--- config.mk ---
export PLATFORM = sky130hd
export DESIGN_NAME = imem_port_arbiter_flat
export DESIGN_NICKNAME = d
export VERILOG_FILES = /design/src/rtl/imem_port_arbiter_pkg.sv /design/src/rtl/imem_port_arbiter_if.sv /design/src/rtl/imem_starve_ctr.sv /design/src/rtl/imem_port_arbiter.sv /design/src/flat_wrapper.sv
export SDC_FILE = /design/constraint.sdc
export NUM_CORES = 1
export LEC_CHECK = 0
export BUFFER_PORTS_ARGS = -buffer_cell sky130_fd_sc_hd__buf_2
export CAP_MARGIN = 40
export CORE_AREA = 2 2 74 76
export DETAILED_ROUTE_END_ITERATION = 10
export DIE_AREA = 0 0 76 78
export PLACE_DENSITY = 0.7
export SYNTH_ARGS = -nofsm -noshare
export SYNTH_HDL_FRONTEND = slang
export SYNTH_SLANG_ARGS = --single-unit
--- constraint.sdc ---
create_clock -name clk -period 2.27 [get_ports clk]
set_clock_uncertainty 0.05 [all_clocks]
set_input_delay 0.1135 -clock clk [delete_from_list [all_inputs] [get_ports clk]]
set_output_delay 0.1135 -clock clk [all_outputs]
set_load 0.01 [all_outputs]
--- src/rtl/imem_port_arbiter_pkg.sv ---
// Shared types and defaults for the instruction-ROM port arbiter.
package imem_port_arbiter_pkg;

    localparam int unsigned DefAddrW     = 30;
    localparam int unsigned DefDataW     = 32;
    localparam int unsigned DefStarveMax = 8;

    typedef enum logic [1:0] {
        OwnNone = 2'd0,
        OwnCpu  = 2'd1,
        OwnDbg  = 2'd2
    } owner_e;

    function automatic int unsigned starve_w(input int unsigned max_count);
        return $clog2(max_count + 1);
    endfunction

endpackage

--- src/rtl/imem_port_arbiter_if.sv ---
// Bus bundle between the arbiter (slave view) and its CPU/debug/ROM neighbours (master view).
interface imem_port_arbiter_if #(
    parameter int unsigned ADDR_W = imem_port_arbiter_pkg::DefAddrW,
    parameter int unsigned DATA_W = imem_port_arbiter_pkg::DefDataW
);
    logic              cpu_req;
    logic [ADDR_W-1:0] cpu_addr;
    logic              cpu_stall;
    logic              cpu_rvalid;
    logic [DATA_W-1:0] cpu_rdata;
    logic              dbg_req;
    logic [ADDR_W-1:0] dbg_addr;
    logic              dbg_gnt;
    logic              dbg_rvalid;
    logic [DATA_W-1:0] dbg_rdata;
    logic [ADDR_W-1:0] mem_addr;
    logic [DATA_W-1:0] mem_inst;

    modport slave (
        input  cpu_req, cpu_addr, dbg_req, dbg_addr, mem_inst,
        output cpu_stall, cpu_rvalid, cpu_rdata, dbg_gnt, dbg_rvalid, dbg_rdata, mem_addr
    );

    modport master (
        output cpu_req, cpu_addr, dbg_req, dbg_addr, mem_inst,
        input  cpu_stall, cpu_rvalid, cpu_rdata, dbg_gnt, dbg_rvalid, dbg_rdata, mem_addr
    );

endinterface

--- src/rtl/imem_starve_ctr.sv ---
// Saturating starvation counter: clear has priority, increments stop at MaxCount.
module imem_starve_ctr #(
    parameter int unsigned MaxCount = 8,
    parameter int unsigned CntW     = $clog2(MaxCount + 1)
) (
    input  logic            clk,
    input  logic            rst,
    input  logic            inc_i,
    input  logic            clr_i,
    output logic            at_max_o,
    output logic [CntW-1:0] cnt_o
);

    localparam logic [CntW-1:0] CntMax = CntW'(MaxCount);

    logic [CntW-1:0] cnt_d, cnt_q;

    always_comb begin
        cnt_d = cnt_q;
        if (clr_i) begin
            cnt_d = '0;
        end else if (inc_i && (cnt_q != CntMax)) begin
            cnt_d = cnt_q + 1'b1;
        end
    end

    always_ff @(posedge clk) begin
        if (rst) begin
            cnt_q <= '0;
        end else begin
            cnt_q <= cnt_d;
        end
    end

    assign at_max_o = (cnt_q == CntMax);
    assign cnt_o    = cnt_q;

endmodule

--- src/rtl/imem_port_arbiter.sv ---
// Shares the single-port instruction ROM between CPU fetch and debug reads.
// CPU has priority; a debug request is forced through after STARVE_MAX denials.
module imem_port_arbiter
    import imem_port_arbiter_pkg::*;
#(
    parameter int unsigned ADDR_W     = DefAddrW,
    parameter int unsigned DATA_W     = DefDataW,
    parameter int unsigned STARVE_MAX = DefStarveMax
) (
    input logic                clk,
    input logic                rst,
    imem_port_arbiter_if.slave bus
);

    localparam int unsigned StarveW = starve_w(STARVE_MAX);

    owner_e              grant;
    owner_e              owner_d, owner_q;
    logic                dbg_force;
    logic                at_max;
    logic                starve_inc, starve_clr;
    logic [StarveW-1:0]  starve_q;
    logic                cpu_rvalid, dbg_rvalid;

    imem_starve_ctr #(
        .MaxCount (STARVE_MAX),
        .CntW     (StarveW)
    ) u_starve_ctr (
        .clk      (clk),
        .rst      (rst),
        .inc_i    (starve_inc),
        .clr_i    (starve_clr),
        .at_max_o (at_max),
        .cnt_o    (starve_q)
    );

    always_comb begin
        dbg_force = bus.dbg_req & at_max;
        grant     = OwnNone;
        if (!rst) begin
            if (dbg_force) begin
                grant = OwnDbg;
            end else if (bus.cpu_req) begin
                grant = OwnCpu;
            end else if (bus.dbg_req) begin
                grant = OwnDbg;
            end
        end
        owner_d = grant;
    end

    always_comb begin
        case (grant)
            OwnCpu:  bus.mem_addr = bus.cpu_addr;
            OwnDbg:  bus.mem_addr = bus.dbg_addr;
            default: bus.mem_addr = '0;
        endcase
    end

    assign starve_clr = rst | ~bus.dbg_req | (grant == OwnDbg);
    assign starve_inc = bus.dbg_req & (grant != OwnDbg);

    always_ff @(posedge clk) begin
        if (rst) begin
            owner_q <= OwnNone;
        end else begin
            owner_q <= owner_d;
        end
    end

    // Gating with rst drops a read whose grant landed the cycle before reset.
    assign cpu_rvalid = (owner_q == OwnCpu) & ~rst;
    assign dbg_rvalid = (owner_q == OwnDbg) & ~rst;

    assign bus.cpu_stall  = bus.cpu_req & (grant != OwnCpu);
    assign bus.dbg_gnt    = (grant == OwnDbg);
    assign bus.cpu_rvalid = cpu_rvalid;
    assign bus.dbg_rvalid = dbg_rvalid;
    assign bus.cpu_rdata  = cpu_rvalid ? bus.mem_inst : '0;
    assign bus.dbg_rdata  = dbg_rvalid ? bus.mem_inst : '0;

endmodule
--- src/flat_wrapper.sv ---
// flat-port wrapper written by rule: the top's interface ports become plain ports
module imem_port_arbiter_flat import imem_port_arbiter_pkg::*;
#(
    parameter int unsigned ADDR_W     = DefAddrW,
    parameter int unsigned DATA_W     = DefDataW,
    parameter int unsigned STARVE_MAX = DefStarveMax
)
  (clk, rst, bus_cpu_req, bus_cpu_addr, bus_dbg_req, bus_dbg_addr, bus_mem_inst, bus_cpu_stall, bus_cpu_rvalid, bus_cpu_rdata, bus_dbg_gnt, bus_dbg_rvalid, bus_dbg_rdata, bus_mem_addr);
  imem_port_arbiter_if #(.ADDR_W(ADDR_W), .DATA_W(DATA_W)) bus_i ();
  input logic clk;
  input logic rst;
  input wire logic [$bits(bus_i.cpu_req)-1:0] bus_cpu_req;
  input wire logic [$bits(bus_i.cpu_addr)-1:0] bus_cpu_addr;
  input wire logic [$bits(bus_i.dbg_req)-1:0] bus_dbg_req;
  input wire logic [$bits(bus_i.dbg_addr)-1:0] bus_dbg_addr;
  input wire logic [$bits(bus_i.mem_inst)-1:0] bus_mem_inst;
  output wire logic [$bits(bus_i.cpu_stall)-1:0] bus_cpu_stall;
  output wire logic [$bits(bus_i.cpu_rvalid)-1:0] bus_cpu_rvalid;
  output wire logic [$bits(bus_i.cpu_rdata)-1:0] bus_cpu_rdata;
  output wire logic [$bits(bus_i.dbg_gnt)-1:0] bus_dbg_gnt;
  output wire logic [$bits(bus_i.dbg_rvalid)-1:0] bus_dbg_rvalid;
  output wire logic [$bits(bus_i.dbg_rdata)-1:0] bus_dbg_rdata;
  output wire logic [$bits(bus_i.mem_addr)-1:0] bus_mem_addr;
  assign bus_i.cpu_req = bus_cpu_req;
  assign bus_i.cpu_addr = bus_cpu_addr;
  assign bus_i.dbg_req = bus_dbg_req;
  assign bus_i.dbg_addr = bus_dbg_addr;
  assign bus_i.mem_inst = bus_mem_inst;
  assign bus_cpu_stall = bus_i.cpu_stall;
  assign bus_cpu_rvalid = bus_i.cpu_rvalid;
  assign bus_cpu_rdata = bus_i.cpu_rdata;
  assign bus_dbg_gnt = bus_i.dbg_gnt;
  assign bus_dbg_rvalid = bus_i.dbg_rvalid;
  assign bus_dbg_rdata = bus_i.dbg_rdata;
  assign bus_mem_addr = bus_i.mem_addr;
  imem_port_arbiter #(.ADDR_W(ADDR_W), .DATA_W(DATA_W), .STARVE_MAX(STARVE_MAX)) u_core (.clk(clk), .rst(rst), .bus(bus_i));
endmodule
==> results of run 1 <==
per-stage QoR:
stage          hold WS, ps  setup slack (ps)
6_report              91.3               101
2_1_floorplan          151               184
3_3_place_gp           278               149
3_5_place_dp           279              71.9
4_1_cts               78.7              20.4
5_1_grt                106             0.735
where the power goes:
| part | total [uW] | switching (uW) | internal (uW) |
|---|---|---|---|
| Sequential | 113 | 3.20 | 110 |
| Combinational | 306 | 144 | 163 |
| Clock | 159 | 45.0 | 114 |
| Total | 578 | 192 | 386 |
final timing paths:
kind              cells after the start  slack, ps                                         to                                 startpoint
setup reg to reg                      8        470  u_core.u_starve_ctr.cnt_o[2]$_SDFFE_PP0P_  u_core.u_starve_ctr.cnt_o[0]$_SDFFE_PP0P_
setup / recovery                     10        100                           bus_mem_addr[18]  u_core.u_starve_ctr.cnt_o[0]$_SDFFE_PP0P_
hold / removal                        2         90               u_core.owner_q[1]$_SDFF_PP0_                                bus_cpu_req
hold reg to reg                       2        420  u_core.u_starve_ctr.cnt_o[1]$_SDFFE_PP0P_  u_core.u_starve_ctr.cnt_o[1]$_SDFFE_PP0P_
cells in the final DEF (no fill, tap or decap), drive strengths merged:
cell / count
a21oi: 5
a22oi: 30
and2: 64
and3b: 1
buf: 204
clkbuf: 5
dfxtp: 6
ha: 5
inv: 4
nand2: 2
nand2b: 2
nand3: 1
nand3b: 1
nor2: 32
nor2b: 1
nor3: 1
nor3b: 2
or2: 1
xnor2: 2
xor2: 1
per-layer routing:
metal / global-route usage, % / up-vias
li1: - / 975
met1: 16.6 / 824
met2: 31.6 / 125
met3: 3.72 / 10
met4: 5.09 / 0
met5: 0 / -
cell type report:
class	instances	area, um^2
Fill cell	503	2540
Inverter	4	15.0
Tap cell	70	87.6
Sequential cell	6	123
Clock buffer	3	41.3
Timing Repair Buffer	206	1150
Multi-Input combinational cell	151	1080
worst max-delay path: stages, from the launching register on:
cell                        delay (ps)
sky130_fd_sc_hd__dfxtp_2           330
sky130_fd_sc_hd__inv_1              60
sky130_fd_sc_hd__ha_1              200
sky130_fd_sc_hd__and3b_2           220
sky130_fd_sc_hd__a21oi_4           160
sky130_fd_sc_hd__inv_2              80
sky130_fd_sc_hd__ha_4              180
sky130_fd_sc_hd__clkbuf_16         180
sky130_fd_sc_hd__a22oi_1           180
sky130_fd_sc_hd__nor2_1             60
sky130_fd_sc_hd__buf_2             130
sequential cells by signal (all words and copies together), names as in the netlist:
name / flops
u_core.u_starve_ctr.cnt_o: 4
u_core.owner_q: 2
what timing repair did:
item / in CTS / in global routing
cloned: 0 / 2
pin swaps: 1 / 2
setup endpoints to repair: 30 / 30
resized for setup: 11 / 14
setup buffers: 1 / 5
endpoints found under the hold margin: 0 / 0
synth_stat cells:
master / number / share of area (%)
sky130_fd_sc_hd__buf_2: 5 / 2.0
sky130_fd_sc_hd__or2_1: 1 / 0.51
sky130_fd_sc_hd__dfxtp_1: 6 / 9.8
sky130_fd_sc_hd__nand2b_4: 1 / 1.1
sky130_fd_sc_hd__and2_1: 58 / 30
sky130_fd_sc_hd__xor2_1: 1 / 0.72
sky130_fd_sc_hd__buf_6: 6 / 5.5
sky130_fd_sc_hd__clkbuf_1: 5 / 1.5
sky130_fd_sc_hd__a21oi_2: 1 / 0.72
sky130_fd_sc_hd__nor3b_4: 2 / 3.1
sky130_fd_sc_hd__nand3_1: 1 / 0.41
sky130_fd_sc_hd__xnor2_1: 2 / 1.4
sky130_fd_sc_hd__nor3_1: 1 / 0.41
sky130_fd_sc_hd__and2_2: 6 / 3.7
sky130_fd_sc_hd__inv_1: 4 / 1.2
sky130_fd_sc_hd__a21oi_1: 4 / 1.6
sky130_fd_sc_hd__a22oi_1: 30 / 18
sky130_fd_sc_hd__nand3b_1: 1 / 0.61
sky130_fd_sc_hd__nand2_1: 2 / 0.61
sky130_fd_sc_hd__nand2b_1: 1 / 0.51
sky130_fd_sc_hd__ha_1: 5 / 5.1
sky130_fd_sc_hd__and3b_1: 1 / 0.72
sky130_fd_sc_hd__nor2_1: 32 / 9.8
sky130_fd_sc_hd__nor2b_1: 1 / 0.51
cells by family (layout without fill, tap and decap cells):
family                     count (synthesis)  in the layout  synth area share [%]
AOI/OAI and AO/OA                         35             35                  20.8
xor gates and xnor gates                   3              3                  2.15
adders and majority gates                  5              5                  5.12
buffers and inverters                     20            213                  10.3
DFF                                        6              6                  9.84
and+or+nand+nor                          108            108                  51.7
==> results.env, run 1 <==
PWR_DENSITY_CELL_nW_PER_UM2=231
FINAL_MAX_SLEW_VIOL_COUNT=0
WIRE_LENGTH_ON_MET2_MM=2.86
RUN_STATUS='finished clean'
CRITICAL_PATH.STARTPOINT_TYPE='register'
SYNTH_SEQ_CELLS=6
IR_DROP_mV=0.148
PLACE.DETAILED.INSTANCES=429
TOP_LAYER_USED='met4'
YS_SEQ_AREA_SHARE_PCT=9.84
DRT_ITER0_MARKERS=32
FINAL_CELL_COUNT_NO_FILL=440
MAX_CAPACITANCE_VIOLATION_COUNT=0
DETAIL-ROUTE-ANTENNA-NETS=0
SYNTH_CELL_TYPE_COUNT=24
FINAL_UTIL_PCT=49.5
SYNTHESIS.AREA_PER_INSTANCE_UM2=6.90
GRT.OVERFLOW.TOTAL=0
TIMING.CRITICAL_PATH.REQUIRED_PS=2110
MIN_PERIOD_OVER_PERIOD_PCT=95.6
GRT_ANTENNA_BEFORE_REPAIR=0
CTS_HTREE_LEVELS=1
HOLDBUFCOUNTCTS=0
DIE_W_UM=76
SYN-NUM-NETS=278
FP.DIEAREA_UM2=5930
FINAL.MIN_CLOCK_PERIOD_PS=2170
SETUP-VIOLATIONS-FINAL=0
DESIGN.CORE.AREA_UM2=5040
NUM_ANTENNA_CELLS=0
SYNTHESIZED_AREA_UM2=1220
LENGTH_OF_ROUTED_MET3_WIRING_UM=516
CLK-INSERTION-DELAY-LATE_PS=220
WORST_SETUP_HOLD_PATH_CLK_SLEW_PS=40
WORST_SLEW_MARGIN_REL_PCT=84.5
GRT_PASS1_VIAS=1793
DRT-PASS1-ITER-COUNT=4
GRT_MAX_DEGREE=34
YS.WARNINGS.COUNT=0
TRITONCTS='done'
IOS=194
BUFFER_PORTS.INSERTED=193
WORST_PIN_SLEW_PS=232
DP_HPWL_MM=4.20
CRIT_PATH_MAX_FO=15
ROUTEDLENGTHMET1_MM=1.92
CRITICALPATHCATEGORY='register to output port'
ROUTE.DETAILED.DRC=0
CRIT_ARRIVAL_PS=2010
VIAS=1934
DETAIL_ROUTED_NET_LENGTH_PER_STANDARD_CELL_UM=12.2
AREA_GROWTH_SYN_TO_LAYOUT_PCT=105
INITIAL_CORE_UTIL_PCT=24.2
VIASPERCELL=4.40
ACHIEVABLE-FREQUENCY_GHz=0.461
FP-ROW-COUNT=26
SETUP_TNS_PS=0
TOTAL_WIRELENGTH_MM=5.38
CTS_BUFFERS=3
GP_CONGESTION=0.857
GRT.TOTAL_USAGE_PCT=16.0
SYN-INSTANCE-COUNT=177
CLOCK_TREE.ROOT_CELL='sky130_fd_sc_hd__clkbuf_8'
WORST_SETUP_PATH_END_KIND='output port'
FINAL_CELL_AREA_UM2=2500
CTS-ROOT-TO-SINK-BUFFERS=2
P_LEAK_uW=0.00146
PLACED_AREA_UM2=2230
HOLD_VIOLATIONS=0
LAYOUT_CELLS_SIZED_ABOVE_1_PCT=64.1
RSZ0062_AT_GRT='false'
GRT_FIRST_PASS_WIRELENGTH_MM=8.06
CLOCK_SINKS=6
NNETSFINAL=473
DESIGN_POWER_TOTAL_uW=578
WORSTHOLDPATHTYPE='input pin to register'
DIE_HEIGHT_UM=78
Note: power is estimated with default switching activity, not from simulation.
==> run 2: changes to the inputs <==
--- a/config.mk
+++ b/config.mk
@@ -7,10 +7,10 @@
 export LEC_CHECK = 0
 export BUFFER_PORTS_ARGS = -buffer_cell sky130_fd_sc_hd__buf_2
 export CAP_MARGIN = 40
-export CORE_AREA = 2 2 74 76
+export CORE_AREA = 3 3 73 75
 export DETAILED_ROUTE_END_ITERATION = 10
 export DIE_AREA = 0 0 76 78
-export PLACE_DENSITY = 0.7
+export PLACE_DENSITY = 0.73
 export SYNTH_ARGS = -nofsm -noshare
 export SYNTH_HDL_FRONTEND = slang
 export SYNTH_SLANG_ARGS = --single-unit
==> run 2 against run 1 <==
Compared with the run above: non-clock buffer count down 2; critical endpoint is now bus_mem_addr[0]; flip-flop and latch count unchanged; first-iteration DRC count shrank 6.3%; final cell count decreased by 1.1%; maximum frequency fell by 1.0%; critical path type unchanged; final area is 0.75% lower; die area is the same; core utilization grew 2.9 points; largest power group unchanged.
==> results.env, run 2 (same netlist as run 1, synthesis figures left out) <==
IOS=194  # unchanged
FP-ROW-COUNT=25  # -3.8%
DRT_ITER0_MARKERS=30  # -6.3%
GRT_MAX_DEGREE=34  # unchanged
TRITONCTS='done'
CLOCK_TREE.ROOT_CELL='sky130_fd_sc_hd__clkbuf_8'
WORSTHOLDPATHTYPE='input pin to register'
HOLDBUFCOUNTCTS=0  # unchanged
DIE_HEIGHT_UM=78  # unchanged
HOLD_VIOLATIONS=0  # unchanged
FINAL_CELL_COUNT_NO_FILL=435  # -1.1%
WORST_SETUP_PATH_END_KIND='output port'
TOTAL_WIRELENGTH_MM=5.43  # +1.1%
FINAL_MAX_SLEW_VIOL_COUNT=0  # unchanged
FINAL.FILL_COUNT=457  # -9.1%
ROUTE.DETAILED.DRC=0  # unchanged
FINAL.MIN_CLOCK_PERIOD_PS=2190  # +22.3 ps
SETUP_TNS_PS=0  # unchanged
CRIT_ARRIVAL_PS=2030  # +20 ps
FLIP_FLOP_COUNT_OF_THE_LARGEST_REGISTER_ALL_COPIES_AND_WORDS_ADDED=4  # unchanged
P_LEAK_uW=0.00144  # -1.0%
MULTI_INPUT_COMB_AREA_UM2=1090  # +1.2%
GP_CONGESTION=0.778  # -9.1%
GRT_FIRST_PASS_WIRELENGTH_MM=7.91  # -1.8%
GRT_ANTENNA_BEFORE_REPAIR=0  # unchanged
WORST_SETUP_HOLD_PATH_CLK_SLEW_PS=30  # about the same
DETAIL_ROUTED_NET_LENGTH_PER_STANDARD_CELL_UM=12.5  # +2.2%
LAYOUT.CELLS.MOST_COMMON='sky130_fd_sc_hd__buf_2'
RUN_STATUS='finished clean'
CTS_BUFFERS=3  # unchanged
BUFFER_PORTS.INSERTED=193  # unchanged
CLK-INSERTION-DELAY-LATE_PS=220  # about the same
IR_DROP_mV=0.216  # +46%
REGISTER_AREA_UM2=123  # unchanged
LAYOUT_COMMON_CELLS='193 x sky130_fd_sc_hd__buf_2, 58 x sky130_fd_sc_hd__and2_1, 31 x sky130_fd_sc_hd__nor2_1'
CRITICALPATHCATEGORY='register to output port'
DP_HPWL_MM=4.31  # +2.7%
MAX_CAPACITANCE_VIOLATION_COUNT=0  # unchanged
WORST_PIN_SLEW_PS=229  # -3.28 ps
DIE_W_UM=76  # unchanged
NUM_ANTENNA_CELLS=0  # unchanged
GRT_PASS1_VIAS=1799  # +0.33%
MIN_PERIOD_OVER_PERIOD_PCT=96.5  # +0.98 points
ACHIEVABLE-FREQUENCY_GHz=0.456  # -1.0%
INITIAL_CORE_UTIL_PCT=25.9  # +1.6 points
WORST_PATH_MAX_DELAY_CELL='sky130_fd_sc_hd__dfxtp_2'
NNETSFINAL=471  # -0.42%
PLACE.DETAILED.INSTANCES=426  # -0.70%
SETUP-VIOLATIONS-FINAL=0  # unchanged
AREA_GROWTH_SYN_TO_LAYOUT_PCT=103
CTS-ROOT-TO-SINK-BUFFERS=2  # unchanged
CTS_HTREE_LEVELS=1  # unchanged
VIAS=1918  # -0.83%
TIMING.CRITICAL_PATH.REQUIRED_PS=2110  # about the same
CRITICAL_PATH.STARTPOINT_TYPE='register'
WORST_PATH_LARGEST_CELL_DELAY_PS=330  # about the same
PWR_DENSITY_CELL_nW_PER_UM2=231  # -0.11%
DESIGN.CORE.AREA_UM2=4720  # -6.3%
VIASPERCELL=4.41  # +0.31%
DRT-PASS1-ITER-COUNT=4  # unchanged
DETAIL-ROUTE-ANTENNA-NETS=0  # unchanged
PATH_CELLS='inv_1 -> ha_1 -> and3b_2 -> a21oi_4 -> inv_2 -> ha_4 -> clkbuf_16 -> a22oi_2 -> nor2_2 -> buf_2'
GRT.OVERFLOW.TOTAL=0  # unchanged
FP.DIEAREA_UM2=5930  # unchanged
CRIT_PATH_MAX_FO=15  # unchanged
WORST_SLEW_MARGIN_REL_PCT=84.7  # +0.22 points
FIN_HOLD_WS_PS=92.3  # +0.994 ps
GRT.TOTAL_USAGE_PCT=15.8  # -0.18 points
CLOCK_SINKS=6  # unchanged
LAYOUT_CELLS_SIZED_ABOVE_1_PCT=65.2  # +1.2 points
## run 2: cell count changes in the layout (fill, tap and decap cells not counted)
| cell | previous run | this run |
|---|---|---|
| sky130_fd_sc_hd__ha_4 | 3 | 2 |
| sky130_fd_sc_hd__nor2_1 | 32 | 31 |
| sky130_fd_sc_hd__nor2_2 | 0 | 1 |
| sky130_fd_sc_hd__buf_4 | 7 | 6 |
| sky130_fd_sc_hd__buf_12 | 4 | 3 |
| sky130_fd_sc_hd__ha_2 | 0 | 1 |
| sky130_fd_sc_hd__a22oi_2 | 10 | 14 |
| sky130_fd_sc_hd__a22oi_1 | 20 | 16 |
## run 2: worst max-delay path, delay by kind of cell, from the launching register on
family	cells	cell delay, ps
fa+ha+maj	2	390
buf+inv	4	460
simple gates	2	280
compound gates	2	330
flops	1	330
## run 2: path summary, 6_finish.rpt
path | from | endpoint | slack (ps) | cells after the start
setup / recovery | u_core.u_starve_ctr.cnt_o[0]$_SDFFE_PP0P_ | bus_mem_addr[0] | 80 | 10
hold / removal | bus_cpu_req | u_core.owner_q[1]$_SDFF_PP0_ | 90 | 2
setup reg to reg | u_core.u_starve_ctr.cnt_o[0]$_SDFFE_PP0P_ | u_core.u_starve_ctr.cnt_o[2]$_SDFFE_PP0P_ | 460 | 8
hold reg to reg | u_core.u_starve_ctr.cnt_o[1]$_SDFFE_PP0P_ | u_core.u_starve_ctr.cnt_o[1]$_SDFFE_PP0P_ | 420 | 2
## run 2: power breakdown
| part | internal, uW | total, uW | switching (uW) |
|---|---|---|---|
| Clock | 114 | 160 | 45.9 |
| Combinational | 157 | 300 | 144 |
| Sequential | 110 | 113 | 3.09 |
## run 2: timing repair
item                                    4_1_cts  5_1_grt
endpoints found under the setup margin       30       30
pin swaps                                     0        2
buffers inserted                              1        3
cloned                                        0        2
gates resized for setup                       6       26
## run 2: area by class of cell
type | instances | share of cell area, %
timing repair buffer | 204 | 45.2
multi-input combinational | 151 | 44.2
sequential | 6 | 4.95
tap | 67 | 3.38
clock buffer | 3 | 1.67
inverter | 4 | 0.606
## run 2: per-layer routing
| layer | vias up | part of all wire (%) | track usage [%] |
|---|---|---|---|
| li1 | 969 | - | - |
| met2 | 115 | 54 | 33.2 |
| met5 | - | 0 | 0 |
| met1 | 830 | 35 | 15.2 |
| met4 | 0 | 0.79 | 3.62 |
| met3 | 4 | 9.8 | 4.06 |
## run 2: metrics by stage
step / instance area [um^2] / worst slack, ps / utilization, % / total power (uW)
3_5_place_dp: 2210 / 123 / 46.8 / 375
6_report: 2480 / 78.3 / 52.5 / 573
4_1_cts: 2280 / 26.0 / 48.3 / 542
3_3_place_gp: 2210 / 181 / 46.8 / 370
2_1_floorplan: 1220 / 184 / - / 236
5_1_grt: 2480 / -25.1 / 52.5 / 614
